--- src/rtl/rv_uart_tx.sv ---
// -----------------------------------------------------------------------------
// rv_uart_tx -- memory-mapped UART transmitter for a RISC-V data-memory bus.
//
// Purpose:
//   Presents an 8-byte register window on the CPU data-memory bus. A byte store
//   to TXDATA (offset 0x0) queues a character. The character is sent as 8N1:
//   one start bit, 8 data bits LSB-first, one stop bit, each g_clk_div clocks
//   long. STATUS (offset 0x4) reads back as:
//     bit0 FULL, bit1 BUSY, bit2 OVF (sticky), bits[11:8] buffer level.
//   Writing STATUS with lane 0 enabled and bit 2 set clears OVF.
//   Loads are registered: dm_data_l_o carries STATUS one cycle after the
//   address is presented, or zero for any other address. The integrator ORs it
//   with the RAM load data.
//
// Configuration macro:
//   URV_UART_TX_FIFO_EN -- when defined, the TX buffer is an 8-entry circular
//                          FIFO. Otherwise it is a single holding register.
//
// Parameters:
//   g_base_addr  byte address of the register window (8-byte aligned)
//   g_clk_div    clock cycles per serial bit (2..65535)
//
// Ports:
//   clk_i             clock, all logic on the rising edge
//   rst_i             synchronous active-high reset
//   dm_addr_i         CPU data-memory byte address
//   dm_data_s_i       CPU store data
//   dm_data_select_i  store byte-lane enables
//   dm_write_i        store strobe, one cycle per store
//   dm_data_l_o       registered load data
//   txd_o             registered serial line, idle high
//   busy_o            high while any byte is buffered or being shifted
// -----------------------------------------------------------------------------
module rv_uart_tx #(
  parameter logic [31:0] g_base_addr = 32'h0010_0000,
  parameter int unsigned g_clk_div   = 16
) (
  input  logic        clk_i,
  input  logic        rst_i,
  input  logic [31:0] dm_addr_i,
  input  logic [31:0] dm_data_s_i,
  input  logic [3:0]  dm_data_select_i,
  input  logic        dm_write_i,
  output logic [31:0] dm_data_l_o,
  output logic        txd_o,
  output logic        busy_o
);

  localparam int unsigned           LP_CNT_W    = $clog2(g_clk_div);
  localparam logic [LP_CNT_W-1:0]   LP_CNT_LAST = LP_CNT_W'(g_clk_div - 1);

`ifdef URV_UART_TX_FIFO_EN
  localparam logic [3:0] LP_DEPTH = 4'd8;
`else
  localparam logic [3:0] LP_DEPTH = 4'd1;
`endif

  typedef enum logic [1:0] {
    ST_IDLE,
    ST_START,
    ST_DATA,
    ST_STOP
  } state_t;

  // Registers
  state_t                r_state;
  logic [LP_CNT_W-1:0]   r_cnt;
  logic [2:0]            r_bit_idx;
  logic [7:0]            r_shift;
  logic [3:0]            r_level;
  logic                  r_ovf;
  logic                  r_txd;
  logic                  r_busy;
  logic [31:0]           r_load;

  // Combinational signals
  state_t                w_state_next;
  logic [LP_CNT_W-1:0]   w_cnt_next;
  logic [2:0]            w_bit_next;
  logic                  w_txd_next;
  logic                  w_pop;
  logic                  w_in_window;
  logic                  w_sel_txdata;
  logic                  w_sel_status;
  logic                  w_full;
  logic                  w_empty;
  logic                  w_push_req;
  logic                  w_push;
  logic                  w_ovf_clr;
  logic                  w_busy;
  logic [31:0]           w_status;
  logic [7:0]            w_head;

  // Bus bits with no function in this block.
  logic                  w_unused;
  assign w_unused = ^{dm_addr_i[1:0], dm_data_s_i[31:8], dm_data_select_i[3:1]};

  // ---------------------------------------------------------------------------
  // Address decode and buffer control
  // ---------------------------------------------------------------------------
  assign w_in_window  = (dm_addr_i[31:3] == g_base_addr[31:3]);
  assign w_sel_txdata = w_in_window & ~dm_addr_i[2];
  assign w_sel_status = w_in_window &  dm_addr_i[2];

  assign w_full  = (r_level == LP_DEPTH);
  assign w_empty = (r_level == 4'd0);

  // FULL is judged on the pre-edge level, so a store that lands on the same
  // edge as a pop from a full buffer is still dropped.
  assign w_push_req = dm_write_i & w_sel_txdata & dm_data_select_i[0];
  assign w_push     = w_push_req & ~w_full;
  assign w_ovf_clr  = dm_write_i & w_sel_status & dm_data_select_i[0] & dm_data_s_i[2];

  assign w_busy   = (r_state != ST_IDLE) | ~w_empty;
  assign w_status = {20'h0, r_level, 5'h0, r_ovf, w_busy, w_full};

  // ---------------------------------------------------------------------------
  // Buffer storage
  // ---------------------------------------------------------------------------
  // NOTE: the data storage has no reset. Only the level/pointers decide what
  // is valid, so clearing the entries would add reset fan-out for nothing.
`ifdef URV_UART_TX_FIFO_EN
  logic [7:0] r_mem [8];
  logic [2:0] r_wr_ptr;
  logic [2:0] r_rd_ptr;

  // 3-bit pointers wrap from entry 7 back to 0 on their own.
  always_ff @(posedge clk_i) begin
    if (rst_i) begin
      r_wr_ptr <= '0;
      r_rd_ptr <= '0;
    end else begin
      if (w_push) r_wr_ptr <= r_wr_ptr + 3'd1;
      if (w_pop)  r_rd_ptr <= r_rd_ptr + 3'd1;
    end
  end

  always_ff @(posedge clk_i) begin
    if (w_push) r_mem[r_wr_ptr] <= dm_data_s_i[7:0];
  end

  assign w_head = r_mem[r_rd_ptr];
`else
  logic [7:0] r_hold;

  always_ff @(posedge clk_i) begin
    if (w_push) r_hold <= dm_data_s_i[7:0];
  end

  assign w_head = r_hold;
`endif

  // ---------------------------------------------------------------------------
  // Transmit FSM: state register
  // ---------------------------------------------------------------------------
  // NOTE: every clocked block uses non-blocking assignments so that all
  // registers see the pre-edge values of each other, whatever the block order.
  always_ff @(posedge clk_i) begin
    if (rst_i) r_state <= ST_IDLE;
    else       r_state <= w_state_next;
  end

  // ---------------------------------------------------------------------------
  // Transmit FSM: next state, counters and line value
  // ---------------------------------------------------------------------------
  // txd_o is registered from the current state, so the line trails the state
  // by one cycle. That gives the two-edge push-to-start latency and exactly one
  // idle-high cycle between frames (the IDLE cycle between STOP and START).
  always_comb begin
    // NOTE: every output gets a default first, so no path can infer a latch.
    w_state_next = r_state;
    w_cnt_next   = r_cnt;
    w_bit_next   = r_bit_idx;
    w_txd_next   = 1'b1;
    w_pop        = 1'b0;

    case (r_state)
      ST_IDLE: begin
        w_cnt_next = '0;
        w_bit_next = '0;
        if (!w_empty) begin
          w_pop        = 1'b1;
          w_state_next = ST_START;
        end
      end

      ST_START: begin
        w_txd_next = 1'b0;
        if (r_cnt == LP_CNT_LAST) begin
          w_cnt_next   = '0;
          w_state_next = ST_DATA;
        end else begin
          w_cnt_next = r_cnt + 1'b1;
        end
      end

      ST_DATA: begin
        w_txd_next = r_shift[r_bit_idx];
        if (r_cnt == LP_CNT_LAST) begin
          w_cnt_next = '0;
          if (r_bit_idx == 3'd7) begin
            w_bit_next   = '0;
            w_state_next = ST_STOP;
          end else begin
            w_bit_next = r_bit_idx + 3'd1;
          end
        end else begin
          w_cnt_next = r_cnt + 1'b1;
        end
      end

      ST_STOP: begin
        w_txd_next = 1'b1;
        if (r_cnt == LP_CNT_LAST) begin
          w_cnt_next   = '0;
          w_state_next = ST_IDLE;
        end else begin
          w_cnt_next = r_cnt + 1'b1;
        end
      end

      default: begin
        w_state_next = ST_IDLE;
      end
    endcase
  end

  // ---------------------------------------------------------------------------
  // Datapath registers
  // ---------------------------------------------------------------------------
  always_ff @(posedge clk_i) begin
    if (rst_i) begin
      r_cnt     <= '0;
      r_bit_idx <= '0;
      r_shift   <= '0;
      r_level   <= '0;
      r_ovf     <= 1'b0;
      r_txd     <= 1'b1;
      r_busy    <= 1'b0;
      r_load    <= '0;
    end else begin
      r_cnt     <= w_cnt_next;
      r_bit_idx <= w_bit_next;
      r_txd     <= w_txd_next;
      r_busy    <= w_busy;
      r_load    <= w_sel_status ? w_status : 32'h0;

      if (w_pop) r_shift <= w_head;

      case ({w_push, w_pop})
        2'b10:   r_level <= r_level + 4'd1;
        2'b01:   r_level <= r_level - 4'd1;
        default: r_level <= r_level;
      endcase

      // A dropped store sets OVF even if a clear arrives on the same edge.
      if (w_push_req && w_full) r_ovf <= 1'b1;
      else if (w_ovf_clr)       r_ovf <= 1'b0;
    end
  end

  assign txd_o       = r_txd;
  assign busy_o      = r_busy;
  assign dm_data_l_o = r_load;

endmodule

--- config.mk ---
export PLATFORM = sky130hd
export DESIGN_NAME = rv_uart_tx
export DESIGN_NICKNAME = d
export VERILOG_FILES = /design/src/rtl/rv_uart_tx.sv
export SDC_FILE = /design/constraint.sdc
export NUM_CORES = 1
export LEC_CHECK = 0
export CORE_ASPECT_RATIO = 0.5
export CORE_MARGIN = 2
export CORE_UTILIZATION = 39
export DETAILED_ROUTE_END_ITERATION = 12
export GPL_ROUTABILITY_DRIVEN = 0
export PLACE_DENSITY = 0.8
export SETUP_SLACK_MARGIN = 0.4
export SYNTH_ARGS = -nofsm -noshare
export SYNTH_HDL_FRONTEND = slang
export SYNTH_SLANG_ARGS = --single-unit
--- constraint.sdc ---
create_clock -name clk_i -period 3.2 [get_ports clk_i]
set_input_delay 0.8 -clock clk_i [delete_from_list [all_inputs] [get_ports clk_i]]
set_output_delay 0.8 -clock clk_i [all_outputs]
set_load 0.005 [all_outputs]
* Word-level counts from Yosys, hierarchy flattened
Index checks and enable logic that the tools add are counted.
** Storage, ports and cells
- Bits in registers :: 64
- Latch bits :: 0
- Bits in writable memories :: 0
- ROM bits :: 0
- Input port bits :: 71
- Memories :: 0
** Cells by class
- Multiplexer cells :: 19
- Reduce and logical (&&, ||, !) cells :: 11
- Bitwise logic cells :: 13
- Multiply operators :: 0
- Add/subtract/negate cells :: 4
- Equal/unequal tests :: 14
- Div/mod/pow operators :: 0
- Shifts and indexed selects :: 0
- $lt $le $gt $ge :: 1
** Operator list (number)
- $eq A29 B18 Y1 const B :: 1
- $pmux W4 S2 :: 2
- $mux W2 :: 5
- $ne A2 B2 Y1 const B :: 5
- $add A4 B1 Y4 const B :: 2
- $and A1 B1 Y1 :: 8
- $pmux W2 S4 :: 1
- $reduce_bool A2 Y1 :: 4
- $eq A2 B2 Y1 const B :: 3
- $mux W3 :: 2
- $pmux W3 S2 :: 1
- $mux W1 :: 5
- $reduce_and A5 Y1 :: 1
- $eq A2 B1 Y1 const B :: 2
- $eq A4 B1 Y1 const B :: 1
- $eq A4 B4 Y1 const B :: 1
- $logic_not A4 Y1 :: 1
- $lt A3 B4 Y1 const B :: 1
- $mux W4 :: 1
- $not A1 Y1 :: 4
- $sub A4 B1 Y4 const B :: 1
- $add A3 B1 Y3 const B :: 1
- $bmux W1 S3 :: 1
- $eq A3 B3 Y1 const B :: 1
- other kinds (7) :: 7

* Longest topological paths before layout
- Depth after elaboration :: 7
- Depth in mapped cells :: 10

* Least setup slack after synthesis
No wires, ideal clock.
- Kind :: in2reg
- Start :: input dm_addr_i[11]
- End :: register r_level[2]
- Buffers on the path :: 0
- Data arrival time :: 2.297 ns
- Setup slack :: 0.833 ns
- Cell stages on the path :: 7
- Path through :: nor4_2 > nand4_1 > nor2_1 > nand3_1 > ha_1 > or3_1 > a21oi_1
** Between the ends
- Longest elaborated chain between the ends :: 7
- Elaborated cells between the ends (all ways) :: 9
- Those cells by class :: 3 x eq/ne; 1 x mux; 4 x bitwise; 1 x reduce/logical
** RTL lines
- start, declared :: RTL line 40 : input logic [31:0] dm_addr_i,
- $eq A29 B18 Y1 * :: RTL line 101 : assign w_in_window = (dm_addr_i[31:3] == g_base_addr[31:3]);
- $and A1 B1 Y1 * :: RTL line 102 : assign w_sel_txdata = w_in_window & ~dm_addr_i[2];
- $and A1 B1 Y1 * (2 in series) :: RTL line 110 : assign w_push_req = dm_write_i & w_sel_txdata & dm_data_select_i[0];
- $and A1 B1 Y1 * :: RTL line 111 : assign w_push = w_push_req & ~w_full;
- $eq A2 B1 Y1 or $eq A2 B2 Y1 (tied branches) :: RTL line 250 : case ({w_push, w_pop})
- $pmux W4 S2 or $reduce_bool A2 Y1 (tied branches)
- end signal, assigned :: RTL line 251 : 2'b10: r_level <= r_level + 4'd1;
- end signal, assigned :: RTL line 252 : 2'b01: r_level <= r_level - 4'd1;
- end signal, assigned :: RTL line 253 : default: r_level <= r_level;
- end, declared :: RTL line 70 : logic [3:0] r_level;
Every way passes the cells marked *; elsewhere a longest branch is shown, timed or not.
A chain may end at the register's enable or synchronous reset.

* Worst setup path after layout
- Start :: input dm_addr_i[3]
- End :: register r_level[2]
The elaborated chain is that of the path after synthesis.

==> flow_summary.toml <==
[outcome]
outcome = "complete, no violations"

[logic_synthesis]
async_flop_share_pct = 0
yosysTopAreaCellShare_pct = 32.2
synthMuxAreaShare_pct = 8.58
syn_area_mm2 = 0.00193
synth_edf_count = 8
ys_types = 40
yosys-top-cells-area = "dfxtp_1 32%, edfxtp_1 12%, buf_4 9.7%, ha_1 7.1%, mux2i_1 6.2%"
yosysWarnings = 0
seq_area_frac_synth_pct = 44.7
synth-compound-area-share_pct = 5.98
synth_top_family_by_area = "simple AND/OR/NAND/NOR gates"
synth-simple-area-share_pct = 19.4
syn_avg_cell_area_um2 = 10.6
ys_ff_latch = 39
synth_largest_area_cell = "dfxtp_1"
ys.flop_type = "dfxtp_1"
ys_top_cells_by_count = "31 x dfxtp_1, 25 x buf_4, 24 x nor2_1"
synth-adder-area-share_pct = 7.15
synth_cells = 182
yosysMostFrequentCell = "dfxtp_1"
synth-xor-area-share_pct = 2.27

[worst_setup_path]
worstPathArrival_ns = 2.98
cp-end-kind = "flop"
r2r_start = "r_state[1]"
cp_cell_sequence = "clkdlybuf4s50_1 -> nor4_2 -> nand4_1 -> nor2_2 -> nand3_1 -> ha_1 -> or3_1 -> a21oi_1"
cpPeakStageDelay_ns = 0.41
critPathRequiredTime_ns = 3.43
slowest_stage = "clkdlybuf4s50_1"
cp_max_fo = 6
rr_endpoint = "r_level[3]"
crit_family = "simple AND/OR/NAND/NOR gates"
crit_buf_inv = 1
ff2ff_path_depth = 9
startpoint_type = "primary input"
criticalPathCategory = "primary input to flop"
r2r_slack_ns = 0.86

[placement]
io_buffers = 50
hpwl_um = 2790
pre_cts_ws_ns = 0.145

[timing]
setup_viol = 0
slew_viol_final = 0
clock_skew_ns = 0.0108
hold_violations = 0
fmax_ghz = 0.364
post-route-period-util_pct = 85.9
fin_ws_ns = 0.451
hold_slack_ns = 0.454
rsz0062_at_grt = "false"
final.setup.tns_ns = 0
min_period_ns = 2.75

[clock_network]
cts_buffers = 5
clkTransAtPathRegs_ns = 0.08
cts_buffer_depth = 2
cts_max_level = 2
cts_tree = "built"
ctsHoldBuffers = 0
ctsRootBufferMaster = "clkbuf_8"
clock_latency_ns = 0.29
clock_sinks = 39

[die]
row_count = 18
initial_core_util_pct = 39.8
ios = 105
die_h_um = 53.7
die_w_um = 103
die_area_mm2 = 0.00555
core_area_mm2 = 0.00484

[grt]
first_global_vias = 1280
antenna_found_initial = 0
grt_pass1_wl_um = 5640
grt_max_degree = 15
grt.total_usage_pct = 13.7
overflow = 0

[cells_and_area]
fin_nets = 320
antennaDiodeCount = 0
drive_above_1_share_pct = 10.0
area_growth_pct = 31.6

[routing]
postRouteAntennaNets = 0
wl_per_cell_um = 11.8
viasPerCell = 4.57
wirelength_um = 3640
drc = 0
vias = 1412
first_iter_violations = 37
drtPass1Iterations = 4

[power]
power.leakage_nw = 1.03
max-vdd-ir-drop_uv = 302
powerDensity_mw_per_mm2 = 628

[hold_path]
whs_path_depth = 1
hold_path_class = "flop to flop"
hold_end = "r_cnt[0]"
min_from = "r_cnt[0]"

[flow_run]
cap_violations = 0
[cell families (layout without fill, tap and decap cells)]
group,count (synthesis),after routing
fa+ha+maj,11,11
buf+inv,33,66
flops,39,39
compound gates,17,17
xor+xnor,5,5
simple gates,62,62
mux,14,14
other cells,1,25
[worst max-delay path by stage]
stage / cells after the start / from / end / slack [ns]
after floorplan: 7 / dm_addr_i[11] / r_level[2] / 0.83
after global placement: 8 / dm_addr_i[11] / r_level[2] / 0.26
after detailed placement: 8 / dm_addr_i[11] / r_level[2] / 0.14
after CTS: 8 / dm_addr_i[11] / r_level[2] / 0.45
after global routing: 8 / dm_addr_i[3] / r_level[2] / 0.35
final: 8 / dm_addr_i[3] / r_level[2] / 0.45
[metal layers]
layer	part of all wire, %	vias to the layer above	GRT usage, %	wire length, µm
li1	-	699	-	-
met1	43	643	15.2	1550
met2	50	63	24.9	1830
met3	5.8	7	4.42	210
met4	1.4	0	5.26	50
met5	0	-	0	0
[placed cells by master, fill, tap and decap left out, types with 3 or more instances in the layout]
cell type,n
conb_1,25
nand2_1,5
mux2i_1,12
xor2_1,3
nor2_1,23
buf_4,3
nor3_1,3
a21oi_1,5
clkbuf_8,5
and2_1,5
clkdlybuf4s50_1,50
dfxtp_1,31
nand3_1,3
inv_1,5
ha_1,11
nor4_2,5
and3_1,4
edfxtp_1,8
[layout make-up]
| class | instances | area (µm²) |
|---|---|---|
| fillers | 418 | 2310 |
| multi-input cells | 134 | 931 |
| clock buffers | 5 | 68.8 |
| inverters | 5 | 18.8 |
| clock inverters | 3 | 43.8 |
| flip-flops and latches | 39 | 861 |
| repair buffers | 53 | 523 |
| well taps | 70 | 87.6 |
[stage by stage]
step / util (%) / instance area (µm²) / power, mW / instances
final: 52.3 / 2530 / 1.59 / 309
after global routing: 52.3 / 2530 / 1.70 / 309
after CTS: 52.0 / 2520 / 1.60 / 307
after detailed placement: 49.6 / 2400 / 1.19 / 299
after global placement: 49.6 / 2400 / 1.17 / 299
after floorplan: - / 2020 / 1.06 / 206
[worst reg2reg max path: stages (launching register included)]
cell and delay, ns:
dfxtp_1 0.35, inv_1 0.10, ha_1 0.28, a21bo_2 0.36, inv_1 0.09, ha_1 0.24
or4b_1 0.46, a21oi_1 0.18, xnor2_1 0.13, nor2_1 0.05
[report_power, final]
group | internal (mW) | total (mW) | switching [mW]
logic | 0.281 | 0.544 | 0.263
registers | 0.585 | 0.643 | 0.0576
clock network | 0.232 | 0.405 | 0.173
[flip-flops by register name, indices dropped and copies added, names as in the netlist]
signal,cells
dm_data_l_o,7
r_level,4
r_bit_idx,3
r_state,2
busy_o,1
r_ovf,1
r_cnt,4
r_hold,8
txd_o,1
r_shift,8
[timing repair]
| item | in CTS | in global routing |
|---|---|---|
| buffers inserted | 0 | 2 |
| setup endpoints to repair | 0 | 2 |
| gates resized for setup | 0 | 1 |
Note: power is estimated with default switching activity, not from simulation.
